==> src/rtl/instr_encoder.sv <==
// rtl/instr_encoder.sv - re-encodes a decoded control bundle into 32-bit ARM-style words and writes them to instruction memory
//
// Ports:
//   clk, rst_n            clock, asynchronous active-low reset
//   req_valid/req_ready   request handshake for one control bundle
//   alu_cmd .. br_offset  decoded control bundle fields
//   flush                 restart program (pointer and count back to 0)
//   imem_we/addr/wdata    instruction-memory write, held until imem_ack
//   imem_ack              memory accepted the write
//   instr_count           words written since reset/flush
//   full                  instr_count == DEPTH
//   illegal               one-cycle pulse after an unencodable request is consumed
module instr_encoder #(
  parameter int          ADDR_W    = 10,
  parameter int          DEPTH     = 1024,
  parameter logic [31:0] BASE_ADDR = 32'h0
) (
  input  logic              clk,
  input  logic              rst_n,
  input  logic              req_valid,
  output logic              req_ready,
  input  logic [3:0]        alu_cmd,
  input  logic              mem_read,
  input  logic              mem_write,
  input  logic              wb_en,
  input  logic              branch,
  input  logic              s_bit,
  input  logic [3:0]        cond,
  input  logic              imm,
  input  logic [3:0]        rn,
  input  logic [3:0]        rd,
  input  logic [11:0]       shift_op,
  input  logic [23:0]       br_offset,
  input  logic              flush,
  output logic              imem_we,
  output logic [31:0]       imem_addr,
  output logic [31:0]       imem_wdata,
  input  logic              imem_ack,
  output logic [ADDR_W:0]   instr_count,
  output logic              full,
  output logic              illegal
);

  typedef enum logic {IDLE, WRITE} state_t;

  localparam logic [ADDR_W:0] DEPTH_C = DEPTH[ADDR_W:0];

  state_t            state, state_nxt;
  logic [ADDR_W:0]   count, count_nxt;
  logic              flush_pending, pending_nxt;
  logic [31:0]       word, word_nxt;
  logic              illegal_nxt;

  logic [3:0]        opc;
  logic              opc_ok;
  logic [31:0]       enc_word;
  logic              enc_ok;

  // The write pointer always equals the number of words written, so the
  // count doubles as the pointer. When full the pointer may alias, but no
  // write can start then.
  logic [ADDR_W-1:0] ptr;
  assign ptr = count[ADDR_W-1:0];

  assign imem_addr   = BASE_ADDR + 32'({ptr, 2'b00});
  assign imem_we     = (state == WRITE);
  assign imem_wdata  = word;
  assign instr_count = count;
  assign full        = (count == DEPTH_C);

  // ALU command to data-processing opcode
  always_comb begin
    opc    = 4'b0000;
    opc_ok = 1'b0;
    if (wb_en) begin
      opc_ok = 1'b1;
      case (alu_cmd)
        4'b0001: opc = 4'b1101;
        4'b1001: opc = 4'b1111;
        4'b0010: opc = 4'b0100;
        4'b0011: opc = 4'b0101;
        4'b0100: opc = 4'b0010;
        4'b0101: opc = 4'b0110;
        4'b0110: opc = 4'b0000;
        4'b0111: opc = 4'b1100;
        4'b1000: opc = 4'b0001;
        default: opc_ok = 1'b0;
      endcase
    end else begin
      // compare-only forms exist solely to set flags
      case (alu_cmd)
        4'b0100: begin opc = 4'b1010; opc_ok = s_bit; end
        4'b0110: begin opc = 4'b1000; opc_ok = s_bit; end
        default: opc_ok = 1'b0;
      endcase
    end
  end

  // Instruction word assembly and legality
  always_comb begin
    enc_word = 32'h0;
    enc_ok   = 1'b0;
    if (branch) begin
      enc_word = {cond, 3'b101, 1'b0, br_offset};
      enc_ok   = 1'b1;
    end else if (mem_read || mem_write) begin
      enc_word = {cond, 2'b01, 1'b0, 4'b0100, mem_read, rn, rd, shift_op};
      enc_ok   = !(mem_read && mem_write) && (alu_cmd == 4'b0010) &&
                 !(mem_read && !wb_en) && !(mem_write && wb_en);
    end else begin
      enc_word = {cond, 2'b00, imm, opc, s_bit, rn, rd, shift_op};
      enc_ok   = opc_ok;
    end
  end

  always_comb begin
    state_nxt   = state;
    count_nxt   = count;
    pending_nxt = flush_pending;
    word_nxt    = word;
    illegal_nxt = 1'b0;
    req_ready   = 1'b0;
    case (state)
      IDLE: begin
        req_ready = !full && !flush;
        if (flush) begin
          count_nxt = '0;
        end else if (req_valid && req_ready) begin
          if (enc_ok) begin
            word_nxt  = enc_word;
            state_nxt = WRITE;
          end else begin
            illegal_nxt = 1'b1;
          end
        end
      end
      WRITE: begin
        if (flush) pending_nxt = 1'b1;
        if (imem_ack) begin
          state_nxt   = IDLE;
          pending_nxt = 1'b0;
          // a flush seen at any point of this write restarts the program
          count_nxt   = (flush_pending || flush) ? '0 : count + 1'b1;
        end
      end
      default: state_nxt = IDLE;
    endcase
  end

  always_ff @(posedge clk or negedge rst_n) begin
    if (!rst_n) begin
      state         <= IDLE;
      count         <= '0;
      flush_pending <= 1'b0;
      word          <= 32'h0;
      illegal       <= 1'b0;
    end else begin
      state         <= state_nxt;
      count         <= count_nxt;
      flush_pending <= pending_nxt;
      word          <= word_nxt;
      illegal       <= illegal_nxt;
    end
  end

endmodule

==> config.mk <==
export PLATFORM = sky130hd
export DESIGN_NAME = instr_encoder
export DESIGN_NICKNAME = d
export VERILOG_FILES = /design/src/rtl/instr_encoder.sv
export SDC_FILE = /design/constraint.sdc
export NUM_CORES = 1
export LEC_CHECK = 0
export ABC_AREA = 1
export CAP_MARGIN = 20
export CORE_MARGIN = 2
export CORE_UTILIZATION = 36
export CTS_CLUSTER_DIAMETER = 100
export CTS_CLUSTER_SIZE = 24
export DETAILED_ROUTE_END_ITERATION = 10
export GPL_TIMING_DRIVEN = 0
export HOLD_SLACK_MARGIN = 0.08
export MAX_ROUTING_LAYER = met4
export PLACE_DENSITY = 0.73
export SLEW_MARGIN = 30
export SYNTH_ARGS = -nofsm -noshare
export SYNTH_HDL_FRONTEND = slang
export SYNTH_SLANG_ARGS = --single-unit
==> constraint.sdc <==
create_clock -name clk -period 1.6 [get_ports clk]
set_clock_uncertainty 0.05 [all_clocks]
set_input_delay 0.24 -clock clk [delete_from_list [all_inputs] [get_ports clk]]
set_output_delay 0.24 -clock clk [all_outputs]
set_load 0.05 [all_outputs]
### Word-level counts from Yosys, hierarchy flattened

Index checks and enable logic that the tools add are counted.
W data, S select, Z words.

| word-level totals | value |
|---|---|
| register bits | 46 |
| latch bits | 0 |
| bits in writable memories | 0 |
| memory bits (read-only) | 0 |
| input port bits | 63 |
| output and inout bits | 79 |
| logic and storage cells | 68 |
| memories | 0 |

| operators by class | value |
|---|---|
| add/subtract/negate cells | 1 |
| multiply operators | 0 |
| divide/modulo/power cells | 0 |
| magnitude comparators | 0 |
| eq/ne operators | 12 |
| shift-type cells | 0 |
| muxes and demuxes | 26 |
| bitwise logic cells | 2 |
| reduce and logical (&&, ||, !) cells | 22 |

Operators by type and width:

| operator | number |
|---|---|
| $mux W11 | 3 |
| $pmux W4 S8 | 1 |
| $mux W28 | 1 |
| $mux W27 | 1 |
| $pmux W11 S2 | 1 |
| $eq A4 B3 Y1 const B | 4 |
| $mux W1 | 16 |
| $add A11 B1 Y11 const B | 1 |
| $eq A11 B11 Y1 const B | 1 |
| $reduce_or A9 Y1 | 1 |
| $eq A4 B2 Y1 const B | 2 |
| $eq A4 B4 Y1 const B | 2 |
| $logic_and A1 B1 Y1 | 8 |
| $pmux W4 S2 | 1 |
| $logic_not A1 Y1 | 6 |
| $eq A4 B1 Y1 const B | 1 |
| $mux W4 | 1 |
| $ne A2 B2 Y1 const B | 2 |
| $reduce_and A2 Y1 | 2 |
| $reduce_and A4 Y1 | 1 |
| $logic_or A1 B1 Y1 | 2 |
| $not A1 Y1 | 2 |
| $pmux W1 S2 | 1 |
| $reduce_bool A2 Y1 | 1 |
| $reduce_or A2 Y1 | 1 |

### Logic depth before layout (Yosys ltp)

| logic depth | value |
|---|---|
| word-level depth | 11 |
| gate-level depth with buffers | 11 |
| depth with buffers taken out | 10 |

### Worst setup path after synthesis

Ideal clock, no wire load.

| path | value |
|---|---|
| path kind | register to output |
| start | reg count[1] (netlist: instr_count[1]) |
| end | out req_ready |
| arrival time | 2.223 ns |
| required time | 1.310 ns |
| slack | -0.913 ns |
| cell stages (with the launch flop) | 6 |
| buffers on the path | 0 |
| cells stage by stage | dfrtp_1 > inv_1 > ha_1 > nand4_1 > nor2_1 > nor2_1 |

| between the ends | value |
|---|---|
| longest elaborated chain between the ends | 4 |

Ends and longest elaborated chain:

| item | line | source |
|---|---|---|
| start, declared | 49 | `logic [ADDR_W:0] count, count_nxt;` |
| start signal, assigned | 159 | `count <= count_nxt;` |
| $eq A11 B11 Y1 | 69 | `assign full = (count == DEPTH_C);` |
| via full | 40 | `output logic full,` |
| $logic_not A1 Y1 | 125 | `req_ready = !full && !flush;` |
| $logic_and A1 B1 Y1 | 125 |  |
| $mux W1 | 123 | `case (state)` |
| end, declared | 21 | `output logic req_ready,` |

The timed path passes the listed nets, and every way through them passes these cells.

### Worst setup path in the final report

| path | value |
|---|---|
| start | reg count[0] (netlist: instr_count[0]) |
| end | out req_ready |

| between the ends | value |
|---|---|
| longest elaborated chain between the ends | 4 |

Ends and longest elaborated chain:

| item | line |
|---|---|
| $eq A11 B11 Y1 | 69 |
| $logic_not A1 Y1 | 125 |
| $logic_and A1 B1 Y1 | 125 |
| $mux W1 | 123 |

Every way passes these cells.

==> results by group <==
Route
  • DR vias: a little over 3,000
  • Total wire length after detailed routing: about 8.4 mm
  • DRC marker count from the first detailed-route iteration: ~150
  • Via/cell ratio: ~4.6
  • Number of nets still failing antenna checks after routing: 0
  • Routed wirelength normalized by instance count: between 10 and 15 um
  • Number of remaining DRC errors: 0
  • Drt pass-1 iters: 5

Synth
  • Synth top cells by count: 170 x sky130_fd_sc_hd__nand2_1, 47 x sky130_fd_sc_hd__nand3_1, 46 x sky130_fd_sc_hd__dfrtp_1
  • Sequential area share after synthesis: 0.412
  • Proportion of register bits with asynchronous set or reset after synthesis: 1.00
  • Cell variety after synth: 23
  • Mapped Cells: 400
  • Number of synthesized register bits: 46
  • Top cell type by total area after synthesis: sky130_fd_sc_hd__dfrtp_1
  • Top-area cell type share of the netlist area: 0.412
  • Avg Synthesized Cell Area: roughly 7 um2
  • Post-synth EDFFs: 0
  • Leading cell type by number of instances after synthesis: sky130_fd_sc_hd__nand2_1
  • Post-Syn Area: 2790 um2
  • Cells taking the most area after synthesis: sky130_fd_sc_hd__dfrtp_1 41%, sky130_fd_sc_hd__nand2_1 23%, sky130_fd_sc_hd__buf_4 9.4%
  • Synthesis Warnings: 0
  • Leading register cell type out of synthesis: sky130_fd_sc_hd__dfrtp_1

Worst setup path
  • Cell depth of the worst flop-to-flop path: 10
  • Crit path max-delay cell type: sky130_fd_sc_hd__dfrtp_2
  • Peak per-stage delay on the critical path: 430 ps
  • Critical-path cell list: inv_2, ha_4, nand4_1, nor2_4, nor2_2, buf_6
  • Worst flop-to-flop path endpoint: imem_wdata[9]
  • Endpoint kind of the worst setup timing path: primary output
  • Critical path fanouts, max: 3
  • Data arrival time of the worst path: ~1400 ps
  • Kind of critical path: flip-flop to primary output
  • CP Buf/Inv Count: 2
  • CP startpoint kind: flip-flop
  • Register-to-register setup slack: -70 ps
  • WP data required: ~1300 ps
  • Origin of the critical flop-to-flop path: instr_count[0]
  • CP delay by family, top: flip-flops

Power
  • Leakage component of the power: between 2 and 3 nW
  • Sequential fraction of design power: 0.350
  • Internal cell power: around 2.4 mW
  • Clock network fraction of total power: 0.204
  • Peak ir drop on the vdd network: roughly 520 uV
  • Switching part of the total power: 0.430
  • Combinational cell fraction of total power: 0.447
  • Power per Cell Area: approximately 890 nW/um2
  • Net Switching: roughly 1.8 mW

Min path
  • WHS Endpoint: imem_wdata[2]
  • Hold path startpoint: branch
  • Hold Path Depth: 5
  • Worst min-delay path category: input pin to flip-flop

Final layout
  • Area overhead of the layout relative to synthesis: 70.8%
  • Antenna Cells: 0
  • Proportion of layout cells with a drive suffix above 1: 0.276
  • Fin nets: about 640

GRT
  • Pin count of the biggest net entering global routing: 47
  • Total congestion overflow: 0
  • Number of global-route vias before repair: roughly 2,900
  • Total routing resource utilization after global routing: 0.200
  • Initial antenna violation count: 0
  • First-pass GRT wire length: 13.4 mm

Timing
  • Final worst slack: -110 ps
  • Count of endpoints failing setup in the final report: 34
  • Final period util: 1.07
  • Fin. max-slew vios: 0
  • Hold Slack: between 300 and 400 ps
  • Setup repair after global routing missed its margin: yes
  • Tightest slew margin relative to the limit: 0.603
  • Number of failing hold endpoints at the final stage: 0
  • Min Clock Period, post-route: around 1700 ps
  • Worst-Margin Slew: between 500 and 600 ps
  • Fin Setup TNS: -1420 ps
  • Achievable frequency: a little under 0.6 GHz

Placement
  • Buffers added on ports: around 120
  • Post-placement worst setup slack: -490 ps
  • Detailed placement HPWL: slightly below 6 mm
  • Routability congestion estimate: ~0.85

Clocking
  • Deepest level of the CTS H-tree: 2
  • Clock root cell: sky130_fd_sc_hd__clkbuf_8
  • Clock tree from TritonCTS: yes
  • Clock-pin slew of the registers on the worst-case setup and hold paths: ~90 ps
  • Number of buffers added by the clock tree synthesis step: 5
  • Num Clock Sinks: 46
  • CTS max path bufs: 2
  • Insertion delay to the later sink of the worst-skew pair: about 300 ps

Outcome
  • Status: complete, but fails checks
  • Violations in the final reports: setup timing

Floorplan
  • Chip Height: 92.1 um
  • Boundary pin count: 142
  • Effective utilization at floorplan: 0.367
  • Floorplan die width: around 90 um
  • Area of the core region: around 7600 um2
  • Number of placement rows: 32
  • Die Area: approximately 8500 um2

Job
  • Number of violations of the max-capacitance limit: 0
[cell families (layout without fill, tap and decap cells)]
group	Yosys count	count (layout)	synth area share
other cells	1	22	0.00134
flops	46	46	0.412
compound gates	25	25	0.0475
simple gates	252	252	0.372
buf+inv	73	224	0.155
xor+xnor	1	1	0.00314
fa+ha+maj	2	2	0.00896
[worst min-delay path, cell delays in order]
cell	delay, ps
sky130_fd_sc_hd__buf_2	160
sky130_fd_sc_hd__nand2_1	70
sky130_fd_sc_hd__nand2_1	50
sky130_fd_sc_hd__nand3_1	70
sky130_fd_sc_hd__nand2_1	50
[layout make-up]
cell class	instances	area [um2]
multi-input combinational	302	1510
buffer	46	365
inverter	27	101
fill	697	2840
clock inverter	3	40.0
timing repair buffer	143	1400
tap	102	128
clock buffer	5	68.8
sequential	46	1160
[cell usage in the layout (no fill, tap or decap), types with 7 or more instances in the layout]
cell type and instances:
sky130_fd_sc_hd__conb_1 22, sky130_fd_sc_hd__nand3_2 25, sky130_fd_sc_hd__inv_2 8, sky130_fd_sc_hd__inv_1 19, sky130_fd_sc_hd__nand2_1 160, sky130_fd_sc_hd__buf_4 51
sky130_fd_sc_hd__dfrtp_2 8, sky130_fd_sc_hd__dlygate4sd2_1 35, sky130_fd_sc_hd__nand3_1 22, sky130_fd_sc_hd__clkdlybuf4s15_2 9, sky130_fd_sc_hd__dfrtp_1 38, sky130_fd_sc_hd__a21oi_1 7
sky130_fd_sc_hd__buf_6 14, sky130_fd_sc_hd__clkdlybuf4s50_1 55, sky130_fd_sc_hd__o21ai_0 9, sky130_fd_sc_hd__nor2_1 19, sky130_fd_sc_hd__nand2_2 10
[repair_timing]
item,in CTS,in global routing
hold endpoints to repair,46,0
pin swaps,21,9
setup buffers,9,14
cloned,5,1
resized for setup,153,42
endpoints found under the setup margin,93,48
hold buffers,1,0
[worst max path at each step]
stage	slack, ps	endpoint	from	cells after the start
6_report	-110	req_ready	instr_count[0]	6
5_1_grt	-190	req_ready	instr_count[0]	6
4_1_cts	-170	full	instr_count[0]	5
3_5_place_dp	-490	req_ready	flush	5
3_3_place_gp	-1230	instr_count[0]	rst_n	1
2_1_floorplan	-220	imem_we	instr_count[0]	8
[metrics by stage]
| stage | util | std cells | total power, mW | area (um2) |
|---|---|---|---|---|
| 6_report | 0.627 | 674 | 4.23 | 4770 |
| 5_1_grt | 0.627 | 674 | 4.43 | 4770 |
| 2_1_floorplan | - | 421 | 2.67 | 2890 |
| 3_3_place_gp | 0.552 | 641 | 3.36 | 4200 |
| 3_5_place_dp | 0.552 | 641 | 3.37 | 4200 |
| 4_1_cts | 0.605 | 664 | 4.21 | 4600 |
[power groups by stage]
stage	clock network [mW]	registers [mW]	logic, mW
after global placement	0	1.50	1.86
final	0.861	1.48	1.89
after global routing	0.928	1.50	1.99
after floorplan	0	2.17	0.499
after CTS	0.882	1.48	1.85
after detailed placement	0	1.50	1.87
[per-layer routing]
layer,vias up,share of wire,GRT usage
met5,-,0,-
met4,0,0.0088,0.0435
met3,8,0.077,0.0551
met2,118,0.51,0.343
met1,1413,0.41,0.235
li1,1547,-,-
[flip-flops by register name, summed over array words and instances (netlist names)]
name / flops
flush_pending: 1
illegal: 1
imem_wdata: 32
imem_we: 1
instr_count: 11
No activity file was read; power rests on OpenSTA's default activity.
